### src/rtl/parking_pkg.sv
// Shared types and constants for the coin/start input path into parking_meter.
package parking_pkg;

   localparam int CREDIT_W_DEFAULT        = 8;
   localparam int DEBOUNCE_CYCLES_DEFAULT = 500000;
   localparam int N_COIN_TABLE            = 3;

   typedef logic [CREDIT_W_DEFAULT-1:0] credit_t;

   // Seconds credited per coin switch: SW0 = 5 s, SW1 = 10 s, SW2 = 20 s
   localparam credit_t COIN_VALUE [N_COIN_TABLE] = '{8'd5, 8'd10, 8'd20};

endpackage

### src/rtl/coin_input_conditioner_debouncer.sv
// One raw switch: 2-FF synchroniser, stability counter, debounced level and
// a registered one-cycle pulse on each accepted rise.
module switch_debouncer
   import parking_pkg::*;
#(
   parameter int DEBOUNCE_CYCLES = DEBOUNCE_CYCLES_DEFAULT
) (
   input  logic clk,
   input  logic reset,
   input  logic raw_i,
   output logic stable_o,
   output logic rise_o
);

   localparam int CNT_W = $clog2(DEBOUNCE_CYCLES + 1);

   logic             sync1_q, sync2_q;
   logic             stable_q, stable_d;
   logic             rise_q;
   logic [CNT_W-1:0] cnt_q, cnt_d;

   // Any cycle where the synced input agrees with the stable level restarts the count
   always_comb begin
      stable_d = stable_q;
      cnt_d    = '0;
      if (sync2_q != stable_q) begin
         if (cnt_q == CNT_W'(DEBOUNCE_CYCLES - 1)) begin
            stable_d = sync2_q;
         end else begin
            cnt_d = cnt_q + 1'b1;
         end
      end
   end

   always_ff @(posedge clk or posedge reset) begin
      if (reset) begin
         sync1_q  <= 1'b0;
         sync2_q  <= 1'b0;
         stable_q <= 1'b0;
         cnt_q    <= '0;
         rise_q   <= 1'b0;
      end else begin
         sync1_q  <= raw_i;
         sync2_q  <= sync1_q;
         stable_q <= stable_d;
         cnt_q    <= cnt_d;
         rise_q   <= stable_d & ~stable_q;
      end
   end

   assign stable_o = stable_q;
   assign rise_o   = rise_q;

endmodule

### src/rtl/coin_input_conditioner.sv
// Debounces the coin and start switches and offers coin credits one at a time
// on a valid/ready channel; also provides a clean start level and start pulse.
module coin_input_conditioner
   import parking_pkg::*;
#(
   parameter int DEBOUNCE_CYCLES = DEBOUNCE_CYCLES_DEFAULT,
   parameter int N_COINS         = 3,
   parameter int CREDIT_W        = 8,
   localparam int ID_W           = (N_COINS > 1) ? $clog2(N_COINS) : 1
) (
   input  logic                clk,
   input  logic                reset,
   input  logic [N_COINS-1:0]  sw_coin,
   input  logic                sw_start,
   output logic                coin_valid,
   input  logic                coin_ready,
   output logic [CREDIT_W-1:0] coin_value,
   output logic [ID_W-1:0]     coin_id,
   output logic                start_level,
   output logic                start_pulse,
   output logic                overrun
);

   if (N_COINS < 1 || N_COINS > N_COIN_TABLE) begin : g_bad_ncoins
      $error("N_COINS must be between 1 and %0d", N_COIN_TABLE);
   end
   for (genvar g = 0; g < N_COINS && g < N_COIN_TABLE; g++) begin : g_width_chk
      if (int'(COIN_VALUE[g]) >= (1 << CREDIT_W)) begin : g_bad_value
         $error("COIN_VALUE[%0d] does not fit in CREDIT_W bits", g);
      end
   end

   logic [N_COINS-1:0] coin_rise;
   logic               start_rise;

   for (genvar g = 0; g < N_COINS; g++) begin : g_coin_db
      logic coin_stable_unused;
      switch_debouncer #(.DEBOUNCE_CYCLES(DEBOUNCE_CYCLES)) u_db (
         .clk      (clk),
         .reset    (reset),
         .raw_i    (sw_coin[g]),
         .stable_o (coin_stable_unused),
         .rise_o   (coin_rise[g])
      );
   end

   switch_debouncer #(.DEBOUNCE_CYCLES(DEBOUNCE_CYCLES)) u_start_db (
      .clk      (clk),
      .reset    (reset),
      .raw_i    (sw_start),
      .stable_o (start_level),
      .rise_o   (start_rise)
   );

   logic [N_COINS-1:0]  pend_q, pend_d;
   logic [N_COINS-1:0]  clr_mask, held_mask, kept;
   logic                valid_q, valid_d;
   logic [CREDIT_W-1:0] value_q, value_d;
   logic [ID_W-1:0]     id_q, id_d;
   logic                overrun_q, overrun_d;
   logic                start_pulse_q;
   logic                load, found;

   // A coin whose credit is still pending or still being offered is busy:
   // a fresh rise on it is dropped and flagged as an overrun.
   always_comb begin
      load      = !valid_q || coin_ready;
      found     = 1'b0;
      clr_mask  = '0;
      held_mask = '0;
      valid_d   = valid_q;
      value_d   = value_q;
      id_d      = id_q;
      for (int i = 0; i < N_COINS; i++) begin
         if (valid_q && !coin_ready && id_q == ID_W'(i)) begin
            held_mask[i] = 1'b1;
         end
      end
      if (load) begin
         valid_d = 1'b0;
         for (int i = 0; i < N_COINS; i++) begin
            if (!found && pend_q[i]) begin
               found       = 1'b1;
               clr_mask[i] = 1'b1;
               valid_d     = 1'b1;
               id_d        = ID_W'(i);
               value_d     = CREDIT_W'(COIN_VALUE[i]);
            end
         end
      end
      kept      = pend_q & ~clr_mask;
      pend_d    = kept | (coin_rise & ~held_mask);
      overrun_d = overrun_q | (|(coin_rise & (kept | held_mask)));
   end

   always_ff @(posedge clk or posedge reset) begin
      if (reset) begin
         pend_q        <= '0;
         valid_q       <= 1'b0;
         value_q       <= '0;
         id_q          <= '0;
         overrun_q     <= 1'b0;
         start_pulse_q <= 1'b0;
      end else begin
         pend_q        <= pend_d;
         valid_q       <= valid_d;
         value_q       <= value_d;
         id_q          <= id_d;
         overrun_q     <= overrun_d;
         start_pulse_q <= start_rise;
      end
   end

   assign coin_valid  = valid_q;
   assign coin_value  = value_q;
   assign coin_id     = id_q;
   assign overrun     = overrun_q;
   assign start_pulse = start_pulse_q;

endmodule

### config.mk
export PLATFORM = sky130hd
export DESIGN_NAME = coin_input_conditioner
export DESIGN_NICKNAME = d
export VERILOG_FILES = /design/src/rtl/parking_pkg.sv /design/src/rtl/coin_input_conditioner_debouncer.sv /design/src/rtl/coin_input_conditioner.sv
export SDC_FILE = /design/constraint.sdc
export NUM_CORES = 1
export LEC_CHECK = 0
export BUFFER_PORTS_ARGS = -buffer_cell sky130_fd_sc_hd__buf_2
export CAP_MARGIN = 40
export CELL_PAD_IN_SITES_DETAIL_PLACEMENT = 0
export CELL_PAD_IN_SITES_GLOBAL_PLACEMENT = 1
export CORE_UTILIZATION = 46
export CTS_BUF_LIST = sky130_fd_sc_hd__clkbuf_16
export CTS_CLUSTER_SIZE = 20
export DETAILED_ROUTE_END_ITERATION = 12
export PLACE_DENSITY_LB_ADDON = 0.08
export SKIP_LAST_GASP = 1
export SLEW_MARGIN = 10
export SYNTH_ARGS = -nofsm -noshare
export SYNTH_HDL_FRONTEND = slang
export SYNTH_SLANG_ARGS = --single-unit
### constraint.sdc
create_clock -name clk -period 3.1 [get_ports clk]
set_input_delay 0 -clock clk [delete_from_list [all_inputs] [get_ports clk]]
set_output_delay 0 -clock clk [all_outputs]
set_load 0.005 [all_outputs]
==> results.toml <==
[worst_setup_path]
critPathRequiredTime_ns = 3.32
cp_slowest_cell = "or4_4"
r2r_start = "g_coin_db[1].u_db.cnt_q[11]$_DFF_PP0_"
critPathKind = "reg2reg"
crit_arrival_ns = 2.41
critPathLaunchType = "register"
reg2regPathDepth = 4
end_kind = "register"
r2r_end = "g_coin_db[1].u_db.cnt_q[6]$_DFF_PP0_"
crit_fanout = 18
crit_chain = "or4b_1, or4_4, o21ai_4, nor2_1"
r2r_slack_ns = 0.91
critPathMaxStageDelay_ns = 0.54

[placement]
place_congestion = 0.7493
port_buffers = 17
placed_area_sq_um = 5025
hpwlAfterDp_um = 6084
pre_cts_ws_ns = 0.9193

[timing]
rsz0062_at_grt = "false"
final.setup.worst_slack_ns = 0.9107
fin_tns_setup_ns = 0
slew_violations = 0
fmax_mhz = 456.8
finalHoldViolations = 0
hold_ws_ns = 0.04621
tightest_slew_ns = 0.7799
slew_headroom_pct = 48.00
layout_worst_path_cycle_share_pct = 70.62
period_needed_ns = 2.189
finalClockSkew_ns = 0.007884
setup_viol = 0

[detailed_routing]
postRouteWirelength_um = 9080
drc = 0
first_pass_iters = 4
vias = 3459
antenna_left = 0
wl_per_cell_um = 14.28
drt_iter0_markers = 101
viasPerCell = 5.439

[synthesis]
ys_types = 49
synth_edf_count = 0
synth_seq_cells = 102
syn-instance-count = 477
synth_flop_cell = "dfrtp_1"
ys_seq_area_share_pct = 52.69
yosysWarnings = 0
synth_area_leader_cell = "dfrtp_1"
yosysMostFrequentCell = "dfrtp_1"
syn_avg_cell_area_sq_um = 10.16
synth_commonest_cells = "dfrtp_1 (102), nor2_1 (67), xnor2_1 (31)"
netlist.area_leader.share_pct = 52.69
synth_area_sq_um = 4845
netlist_top_cells_area = "dfrtp_1 (53%), xnor2_1 (5.6%), nor2_1 (5.2%), xor2_1 (4.3%), nand4_1 (2.8%)"
postSynth.asyncResetShare_pct = 100.0

[die]
core.rowCount = 37
io_pins = 21
die_w_um = 104.6
initial_core_util_pct = 47.14
die_height_um = 104.6
core_area_sq_um = 10280
dieArea_sq_um = 10950

[pwr]
power.share.combinational_pct = 3.2
seqPwrFrac_pct = 51.1
p_sw_mw = 0.5840
leakagePower_nw = 2.242
powerDensity_nw_per_um2 = 494.7
power_frac_clock_pct = 45.7
ir_drop_mv = 0.3621
sw_frac_of_total_pct = 21.88
p_int_mw = 2.085

[final_layout]
fillers = 963
syn_to_final_growth_pct = 11.36
nNetsFinal = 506
final_area_sq_um = 5395
drive_above_1_share_pct = 10.00
antenna_cells = 0

[global_routing]
first_global_vias = 3314
grt_overflow_total = 0
antenna_found_initial = 0
gr-usage-all-layers_pct = 18.47
grt_max_degree = 66
grt_pass1_wl_um = 16070

[min_path]
hold_depth = 4
holdCritPathClass = "in2reg"
holdPathEnd = "pend_q[0]$_DFF_PP0_"
min_from = "coin_ready"

[clocking]
cts_tree = "built"
post_cts_buffers = 0
cts_root_buf = "clkbuf_16"
clkSlewWorstSetupHoldPaths_ns = 0.07
cts_buffers = 9
clkSinkCount = 102
clk_latency_ns = 0.35
cts_resized = 0
cts_max_path_buffers = 2
cts-htree-levels = 3

[status]
status = "finished, final reports clean"

[job]
maxCapViolCount = 0
logic make-up (layout without fill, tap and decap cells):
kind of cell,count (synthesis),after routing,synth area share [%]
buffers and inverters,32,53,3.228
other,1,3,0.07741
AO/OA/AOI/OAI,55,55,7.154
flip-flops,102,102,52.69
multiplexers,4,4,0.9297
XOR/XNOR,55,55,9.943
adder cells (fa/ha/maj),4,4,1.033
AND/OR/NAND/NOR,224,224,24.95
routing by layer:
metal | track usage (%) | part of all wire (%) | vias to the layer above
li1 | - | - | 1711
met1 | 25.25 | 49 | 1692
met2 | 28.19 | 46 | 45
met3 | 5.365 | 3.6 | 11
met4 | 6.237 | 1.5 | 0
met5 | 0 | 0 | -
worst max-delay path, delay by kind of cell (launching register included):
family / cells / cell delay (ns)
AO/OA/AOI/OAI: 1 / 0.43
flip-flops: 1 / 0.44
AND/OR/NAND/NOR: 3 / 1.18
area by class of cell:
class	instances	area [sq um]	share of cell area [%]
inverters	11	43.79	0.8117
flip-flops and latches	102	2552	47.31
clock buffers	9	225.2	4.174
clock inverters	7	95.09	1.763
repair buffers	26	165.2	3.061
multi-input cells	345	2143	39.73
well taps	136	170.2	3.154
what timing repair did:
| item | in CTS | in global routing |
|---|---|---|
| setup endpoints to repair | 0 | 0 |
| endpoints found under the hold margin | 67 | 0 |
| hold buffers | 5 | 0 |
placed cells by master (no fill, tap or decap), drive strengths merged, types with 6 or more instances in the layout:
cell,synthesis,final
dfrtp,102,102
nor2,67,67
xnor2,31,31
nand3,26,26
nand2,25,25
xor2,24,24
nand4,22,22
a21oi,22,22
buf,11,21
or4,14,14
o21ai,13,13
inv,11,13
nor4,11,11
nor3,10,10
o31ai,10,10
clkbuf,10,9
or3,8,8
and4,8,8
and3,6,6
state kept, by name, indices dropped and copies added (netlist names):
name,count
g_coin_db.u_db.sync2_q,3
g_coin_db.u_db.sync1_q,3
coin_value,3
g_coin_db.u_db.rise_o,3
pend_q,3
g_coin_db.u_db.cnt_q,57
u_start_db.stable_o,1
u_start_db.cnt_q,19
u_start_db.sync2_q,1
u_start_db.rise_o,1
coin_valid,1
g_coin_db.u_db.stable_o,3
start_pulse,1
overrun,1
coin_id,1
u_start_db.sync1_q,1
worst max path at each step:
stage | slack, ns | cells past startpoint | endpoint | start
after global routing | 0.76 | 6 | g_coin_db[0].u_db.cnt_q[11]$_DFF_PP0_ | g_coin_db[0].u_db.cnt_q[0]$_DFF_PP0_
after global placement | 0.95 | 4 | g_coin_db[1].u_db.cnt_q[3]$_DFF_PP0_ | g_coin_db[1].u_db.cnt_q[11]$_DFF_PP0_
final | 0.91 | 4 | g_coin_db[1].u_db.cnt_q[6]$_DFF_PP0_ | g_coin_db[1].u_db.cnt_q[11]$_DFF_PP0_
after detailed placement | 0.92 | 4 | g_coin_db[1].u_db.cnt_q[2]$_DFF_PP0_ | g_coin_db[1].u_db.cnt_q[11]$_DFF_PP0_
after CTS | 0.90 | 4 | g_coin_db[1].u_db.cnt_q[6]$_DFF_PP0_ | g_coin_db[1].u_db.cnt_q[11]$_DFF_PP0_
after floorplan | 0.42 | 1 | coin_id[0]$_DFFE_PP0P_ | reset
power groups by stage:
stage | Sequential [mW] | Clock [mW] | Combinational [mW]
after CTS | 1.36 | 1.26 | 0.0883
after global placement | 1.39 | 0 | 0.0826
after detailed placement | 1.39 | 0 | 0.0835
after floorplan | 1.39 | 0 | 0.0627
after global routing | 1.37 | 1.30 | 0.100
final | 1.37 | 1.22 | 0.0847
through the flow:
step | std cells | util [%] | power [mW]
floorplan | 479 | - | 1.449
global placement | 615 | 48.89 | 1.472
detailed placement | 615 | 48.89 | 1.474
CTS | 636 | 52.50 | 2.708
global route | 636 | 52.50 | 2.772
finish | 636 | 52.50 | 2.669
No activity file was read; power rests on OpenSTA's default activity.
